`src/rtl/ale_bus_memory.sv`:
```
// Purpose : memory slave for the SAM CPU external bus (ALE address phase, En/Rw access phase).
// Latency : ready pulses WAIT_STATES+1 clk edges after the accepting edge; reads also update data_out on that edge.
// Backpr. : the CPU holds En until ready; dropping En or raising ALE abandons the access (no write, no ready).
// Optional feature macro: BUS_MEM_BURST_EN (holding En in DONE chains accesses to incrementing addresses).
module ale_bus_memory #(
    parameter int DATA_W      = 8,
    parameter int ADDR_W      = 8,
    parameter int DEPTH       = 64,
    parameter int WAIT_STATES = 1
) (
    input  logic              clk,
    input  logic              rst,
    input  logic              ALE,
    input  logic [ADDR_W-1:0] Address_Bus,
    input  logic              En,
    input  logic              Rw,
    input  logic [DATA_W-1:0] data_in,
    output logic [DATA_W-1:0] data_out,
    output logic              data_oe,
    output logic              ready,
    output logic              bus_err
);

    localparam logic [1:0] S_IDLE = 2'd0;
    localparam logic [1:0] S_WAIT = 2'd1;
    localparam logic [1:0] S_DONE = 2'd2;

    localparam int          IDX_W  = (DEPTH > 1) ? $clog2(DEPTH) : 1;
    localparam logic [3:0]  WS_LD  = 4'(WAIT_STATES);
    localparam logic [31:0] DEPTH32 = 32'(DEPTH);

    logic [1:0]        state;
    logic [ADDR_W-1:0] addr_q;
    logic              rw_q;
    logic [DATA_W-1:0] wdata_q;
    logic [3:0]        cnt;
    // Set on entry to DONE: the access itself is performed on the next edge.
    logic              fire;

    logic [DATA_W-1:0] mem [DEPTH];

    logic              in_range;
    logic [IDX_W-1:0]  idx;
    logic [DATA_W-1:0] rd_word;
    logic              do_access;
    logic [ADDR_W-1:0] next_addr;

    assign in_range  = (32'(addr_q) < DEPTH32);
    assign idx       = addr_q[IDX_W-1:0];
    assign rd_word   = mem[idx];
    assign do_access = (state == S_DONE) && fire && En && !ALE && !rst;
    assign next_addr = (32'(addr_q) >= DEPTH32 - 32'd1) ? '0 : addr_q + 1'b1;

    // Storage array: no reset so contents survive rst; out-of-range writes are dropped.
    always_ff @(posedge clk) begin
        if (do_access && !rw_q && in_range) begin
            mem[idx] <= wdata_q;
        end
    end

    // Bus FSM: address latch, access accept, wait-state count and completion pulse.
    always_ff @(posedge clk) begin
        if (rst) begin
            state    <= S_IDLE;
            addr_q   <= '0;
            rw_q     <= 1'b0;
            wdata_q  <= '0;
            cnt      <= '0;
            fire     <= 1'b0;
            data_out <= '0;
            data_oe  <= 1'b0;
            ready    <= 1'b0;
            bus_err  <= 1'b0;
        end else begin
            ready   <= 1'b0;
            bus_err <= 1'b0;
            if (ALE) begin
                // Address phase wins over everything and drops any access in flight.
                addr_q  <= Address_Bus;
                state   <= S_IDLE;
                data_oe <= 1'b0;
                fire    <= 1'b0;
            end else if (!En) begin
                // En low aborts a pending access or closes a completed one.
                state   <= S_IDLE;
                data_oe <= 1'b0;
                fire    <= 1'b0;
            end else begin
                case (state)
                    S_IDLE: begin
                        rw_q    <= Rw;
                        wdata_q <= data_in;
                        data_oe <= Rw;
                        cnt     <= WS_LD;
                        if (WAIT_STATES == 0) begin
                            state <= S_DONE;
                            fire  <= 1'b1;
                        end else begin
                            state <= S_WAIT;
                        end
                    end
                    S_WAIT: begin
                        cnt <= cnt - 4'd1;
                        if (cnt <= 4'd1) begin
                            state <= S_DONE;
                            fire  <= 1'b1;
                        end
                    end
                    S_DONE: begin
                        if (fire) begin
                            ready   <= 1'b1;
                            bus_err <= !in_range;
                            fire    <= 1'b0;
                            if (rw_q) begin
                                data_out <= in_range ? rd_word : '0;
                            end
`ifdef BUS_MEM_BURST_EN
                            // Chain the next access of the same direction at the following address.
                            addr_q  <= next_addr;
                            wdata_q <= data_in;
                            cnt     <= WS_LD;
                            if (WAIT_STATES == 0) begin
                                fire <= 1'b1;
                            end else begin
                                state <= S_WAIT;
                            end
`endif
                        end
                    end
                    default: begin
                        state <= S_IDLE;
                    end
                endcase
            end
        end
    end

`ifndef BUS_MEM_BURST_EN
    // Without bursting the incremented address is never needed.
    logic unused_next;
    assign unused_next = ^next_addr;
`endif

endmodule
```
`config.mk`:
```
export PLATFORM = sky130hd
export DESIGN_NAME = ale_bus_memory
export DESIGN_NICKNAME = d
export VERILOG_FILES = /design/src/rtl/ale_bus_memory.sv
export SDC_FILE = /design/constraint.sdc
export NUM_CORES = 1
export LEC_CHECK = 0
export ABC_AREA = 1
export ABC_CLOCK_PERIOD_IN_PS = 2700
export CORE_ASPECT_RATIO = 0.9
export CORE_MARGIN = 3
export CORE_UTILIZATION = 55
export DETAILED_ROUTE_END_ITERATION = 8
export PLACE_DENSITY = 0.8
export SYNTH_ARGS = -nofsm -noshare
export SYNTH_HDL_FRONTEND = slang
export SYNTH_SLANG_ARGS = --single-unit
```
`constraint.sdc`:
```
create_clock -name clk -period 2.7 [get_ports clk]
set_input_delay 0.54 -clock clk [delete_from_list [all_inputs] [get_ports clk]]
set_output_delay 0.54 -clock clk [all_outputs]
set_load 0.02 [all_outputs]
```
==> results of run 1 <==
power breakdown:
part           internal, mW  total, mW  switching, mW
logic                 0.356       1.29          0.935
clock network          4.24       7.29           3.05
registers              9.41       9.49         0.0799
total                  14.0       18.1           4.07
logic make-up after synthesis:
| group | count (synthesis) |
|---|---|
| and+or+nand+nor | 1229 |
| DFF | 553 |
| buffers and inverters | 136 |
| AOI/OAI and AO/OA | 40 |
| adders and majority gates | 2 |
| xor gates and xnor gates | 1 |
path summary, 6_finish.rpt:
kind                                                from                       end  slack (ns)  cells after the start
worst max-delay path                                 ALE      mem[13][3]$_DFFE_PP_        0.21                     12
worst min-delay path            data_out[0]$_SDFFE_PP0P_  data_out[0]$_SDFFE_PP0P_        0.47                      2
worst max register to register     state[1]$_SDFFE_PP0P_      mem[13][3]$_DFFE_PP_        0.25                     10
worst min register to register  data_out[0]$_SDFFE_PP0P_  data_out[0]$_SDFFE_PP0P_        0.47                      2
metrics by stage:
stage / cells / setup TNS [ns] / power (mW) / utilization / area [sq um]
after floorplan: 1961 / 0 / 10.4 / - / 22300
after global placement: 2529 / -29.97 / 10.9 / 0.601 / 23900
after detailed placement: 2529 / -67.79 / 10.9 / 0.601 / 23900
after CTS: 2623 / 0 / 18.1 / 0.644 / 25600
after global routing: 2623 / 0 / 18.6 / 0.644 / 25600
final: 2623 / 0 / 18.1 / 0.644 / 25600
metal layers:
metal  routed length [um]  share of wire
met5                    0              0
met4                 2330          0.042
met3                 6920           0.12
met2                26000           0.46
met1                20800           0.37
state kept, by name, indices dropped and copies added (netlist names), named ones only:
name and count:
addr_q 8, bus_err 1, cnt 4, data_oe 1, data_out 8, fire 1, mem 512, ready 1
rw_q 1, state 2, wdata_q 8
layout by cell type, fill, tap and decap left out:
cell type / n
inv_2: 6
clkinvlp_4: 6
buf_12: 18
dfxtp_2: 9
a31oi_1: 2
nor2_4: 1
o21ai_0: 21
inv_1: 15
a21oi_1: 17
nor3_1: 2
nor2_1: 97
clkinv_2: 10
bufinv_16: 6
buf_4: 100
clkbuf_16: 51
nand4_1: 1
ha_1: 2
or3_1: 1
clkbuf_1: 9
nand2_1: 669
edfxtp_1: 512
nor3b_1: 1
nor3_4: 1
nand3_1: 448
nor2_2: 3
inv_6: 2
dfxtp_4: 2
nand3_2: 4
dfxtp_1: 30
clkdlybuf4s50_1: 31
clkinv_1: 5
nand2_2: 1
clkbuf_8: 7
xor2_1: 1
cell usage after synthesis, drive strengths merged:
cell type	n
nor3b	1
nor2	101
a21oi	17
edfxtp	512
nand4	1
o21ai	21
or3	1
ha	2
xor2	1
a31oi	2
dfxtp	41
nand2	670
nor3	3
nand3	452
clkbuf	27
inv	23
buf	86
critical path, stage by stage:
cell,delay [ns]
clkdlybuf4s50_1,0.44
inv_2,0.07
nand2_1,0.06
nor2_1,0.16
inv_2,0.06
nor2_1,0.15
nand3_1,0.21
nor2_2,0.30
nand3_2,0.20
buf_4,0.23
nor2_1,0.14
buf_4,0.21
layout make-up:
class                   instances  area, sq um  area share
repair buffers                149         1420      0.0556
clock buffers                  67         1410      0.0550
inverters                      23         92.6     0.00362
flip-flops and latches        553        16200       0.634
clock inverters                27          298      0.0116
well taps                     532          666      0.0260
multi-input cells            1272         5480       0.214
==> metrics.txt, run 1 <==
area of the die 43000 sq um; Tightest Pin Transition approximately 0.91 ns; worst hold-check path type register to register; share of cells above drive strength 1 0.109; Layout Nets 2073; CTS sink cnt 553; Worst-path clk slew 0.07 ns; Avg WL per Cell 21.4 um; IO Port Bufs 31; number of max-cap violations 0; drc violations 0; Seq/Total Area, Yosys 0.726; Critical Path Source Type primary input; Avg Inst Size Synth 11.4 sq um; GRT Max-Usage Layer met2; WL final 56100 um; core area 39700 sq um; post-CTS sizing 0; postcts setup bufs 0; mux cell area share after synthesis 0; Initial Util 0.561; GR Layer Usage met1 0.354; GRT Overall Usage 0.262; Max Slew Vio Count 0; final estimated routing congestion in global placement roughly 0.94; dpl hpwl 33400 um; CP max FO 8; GRT met2 Usage 0.411; TritonCTS clock tree built; largest family of logic cells by synthesized area simple AND/OR/NAND/NOR gates; Synth area leader edfxtp_1; leak pwr between 9 and 10 nW; Min Hold Slack 0.473 ns; Max VDD drop 559 uV; Synth top area share 0.690; Setup crit end kind register; Vert. Die Dim 197 um; Final Hold Fails 0; clk buf depth 3; unrepaired setup endpoints after global routing no; post-synthesis cell count a little under 2k; complex-gate fraction of the synthesized area 0.00909; DR vias/cell 5.95; H-Tree Depth 2; Unique masters post-synth 26; Antenna Nets Post-Route 0; pwr dens around 710 nW/um^2; final period demand of the worst path 2.49 ns; TritonRoute pass-1 iters 8; Post-Syn Nets 1984; met3 global-route usage 0.0657; clock latency on the worst-skew pair 0.58 ns; top cells by area, synth edfxtp_1 69%, nand2_1 11%, nand3_1 10%, dfxtp_1 3.7%, nor2_1 1.6%; Rows 69; Max transition margin 0.395; ANT cells 0; total CTS buffers 51; Worst Path Required between 2 and 3 ns; post-synthesis simple-gate area fraction 0.235; final worst slack 0.211 ns; WS Path Type primary input to register; synthesized flop and latch total 553; synth warn 0; hold_buf cts 0; WP data arrival 2.78 ns; IO Pins 32; CTS root buf clkbuf_16; Iter 0 DRT Violations 2444; Fillers 2769; first-pass GRT wire length 85400 um; Peak Freq 402 MHz; final setup fails 0; grt total ovfl 0; Clock Skew 0.0197 ns; period utilisation layout 0.922; area delta synth->final 14.7%; initial antenna violation count 0; Die X-Extent 218 um; pre-CTS WS -0.236 ns; synthesized area 22300 sq um; status finished clean; pin count of the biggest net entering global routing 153; Synth Area in Adders 0.00112; vias in the first global route 15.3k; xor/xnor share of the synthesized area 0.000393; Vias about 16k
Power figures use the tool's default switching activity.
==> inputs of run 2 (changes only) <==
--- a/config.mk
+++ b/config.mk
@@ -11,7 +11,9 @@
 export CORE_MARGIN = 3
 export CORE_UTILIZATION = 55
 export DETAILED_ROUTE_END_ITERATION = 8
+export HOLD_SLACK_MARGIN = 0.15
 export PLACE_DENSITY = 0.8
+export SETUP_SLACK_MARGIN = 0.3
 export SYNTH_ARGS = -nofsm -noshare
 export SYNTH_HDL_FRONTEND = slang
 export SYNTH_SLANG_ARGS = --single-unit
==> metrics.txt, run 2 (same netlist as run 1, synthesis figures left out) <==
Max VDD drop 559 uV (about the same); Vias 15.6k (about the same); vias in the first global route 15.3k (about the same); number of max-cap violations 0 (unchanged); Tightest Pin Transition 0.921 ns (was 0.907 ns); Max Slew Vio Count 0 (unchanged); IO Port Bufs 31 (unchanged); Antenna Nets Post-Route 0 (unchanged); commonest non-fill, non-tap cell in the layout nand2_1 (unchanged); dpl hpwl 33400 um (unchanged); TritonCTS clock tree built (unchanged); leak pwr 9.48 nW (about the same); final period demand of the worst path 2.33 ns (was 2.49 ns); CP max FO 152 (was 8); first-pass GRT wire length 85400 um (about the same); Initial Util 0.561 (unchanged); pin count of the biggest net entering global routing 153 (unchanged); area delta synth->final 14.9% (was 14.7%); Final Hold Fails 0 (unchanged); core area 39700 sq um (unchanged); TritonRoute pass-1 iters 8 (unchanged); Vert. Die Dim 197 um (unchanged); grt total ovfl 0 (unchanged); Clock Skew 0.0187 ns (was 0.0197 ns); clk buf depth 3 (unchanged); share of cells above drive strength 1 0.110 (was 0.109); Fillers 2766 (was 2769); final estimated routing congestion in global placement 0.936 (unchanged); initial antenna violation count 1 (was 0); clock latency on the worst-skew pair 0.58 ns (about the same); GRT Overall Usage 0.262 (about the same); Max transition margin 0.386 (was 0.395); final setup fails 0 (unchanged); pwr dens 707 nW/um^2 (about the same); pre-CTS WS -0.236 ns (unchanged); final worst slack 0.374 ns (was 0.211 ns); Setup crit end kind register (unchanged); Peak Freq 430 MHz (was 402 MHz); worst hold-check path type register to register (unchanged); Iter 0 DRT Violations 2326 (was 2444); IO Pins 32 (unchanged); Worst-path clk slew 0.06 ns (was 0.07 ns); Core Util, Final 0.645 (was 0.644); WS Path Type register to register (was primary input to register); Critical Path Source Type register (was primary input); unrepaired setup endpoints after global routing yes (was no); post-route cell area 25600 sq um (about the same); WL final 56300 um (was 56100 um); Min Hold Slack 0.472 ns (was 0.473 ns); area of the die 43000 sq um (unchanged); hold_buf cts 0 (unchanged); Layout Nets 2073 (unchanged); status finished clean (unchanged); most frequent cells in the layout 669 x nand2_1, 512 x edfxtp_1, 447 x nand3_1 (was 669 x nand2_1, 512 x edfxtp_1, 448 x nand3_1); CTS root buf clkbuf_16 (unchanged); Largest Register mem (unchanged); Worst Path Required 3.21 ns (was 2.99 ns); total CTS buffers 51 (unchanged); WP data arrival 2.84 ns (was 2.78 ns); Rows 69 (unchanged); ANT cells 0 (unchanged); period utilisation layout 0.861 (was 0.922); max reg flops 512 (unchanged); Avg WL per Cell 21.5 um (was 21.4 um); Cell Area, Placed 23900 sq um (unchanged); H-Tree Depth 2 (unchanged); CTS sink cnt 553 (unchanged); DR vias/cell 5.96 (was 5.95); drc violations 0 (unchanged); Die X-Extent 218 um (unchanged)
==> run 2: changes by cell type in the layout (fill, tap and decap cells not counted), sizes merged <==
cell / delta
inv: +1
clkinv: -1
==> run 2: stage by stage <==
stage          total power [mW]  cells  setup TNS [ns]
6_report                   18.1   2623               0
5_1_grt                    18.6   2623               0
4_1_cts                    18.1   2623               0
3_5_place_dp               10.9   2529          -67.79
3_3_place_gp               10.9   2529          -29.97
2_1_floorplan              10.4   1961               0
==> run 2: worst paths after layout <==
check | start | endpoint | slack [ns] | cells past startpoint
max | register | data_out[7]$_SDFFE_PP0P_ | 0.37 | 11
min | data_out[0]$_SDFFE_PP0P_ | data_out[0]$_SDFFE_PP0P_ | 0.47 | 2
max reg2reg | register | data_out[7]$_SDFFE_PP0P_ | 0.37 | 11
min reg2reg | data_out[0]$_SDFFE_PP0P_ | data_out[0]$_SDFFE_PP0P_ | 0.47 | 2
==> run 2: report_power, final <==
| part | switching, mW | total [mW] | internal [mW] |
|---|---|---|---|
| Sequential | 0.0814 | 9.49 | 9.41 |
| Combinational | 0.940 | 1.30 | 0.357 |
| Clock | 3.07 | 7.31 | 4.24 |
==> run 2: worst max-delay path: stages (launching register included) <==
cell	delay, ns
dfxtp_4	0.41
buf_12	0.47
nand2_1	0.12
nand3_1	0.15
nand3_1	0.08
nand2_1	0.13
nand2_1	0.07
nand3_1	0.18
nand3_1	0.19
nand2_1	0.16
nand2_1	0.06
a21oi_1	0.12
==> run 2: area by class of cell <==
cell class / count / area, sq um / share of cell area
Sequential cell: 553 / 16200 / 0.633
Multi-Input combinational cell: 1272 / 5500 / 0.215
Timing Repair Buffer: 149 / 1420 / 0.0555
Clock buffer: 67 / 1410 / 0.0549
Tap cell: 532 / 666 / 0.0260
Clock inverter: 27 / 298 / 0.0116
Inverter: 23 / 96.3 / 0.00376
==> run 2: what timing repair did <==
item / 4_1_cts / 5_1_grt
setup endpoints to repair: 8 / 508
buffers inserted: 0 / 0
resized for setup: 1 / 7
pin swaps: 0 / 2
cloned: 0 / 0
==> run 2: metal layers <==
| metal | vias up | GRT usage | wire [um] |
|---|---|---|---|
| met5 | - | 0 | 11 |
| met4 | 2 | 0.107 | 2350 |
| met3 | 200 | 0.0663 | 7170 |
| met2 | 1094 | 0.412 | 26000 |
| met1 | 7318 | 0.354 | 20800 |
| li1 | 7021 | - | - |
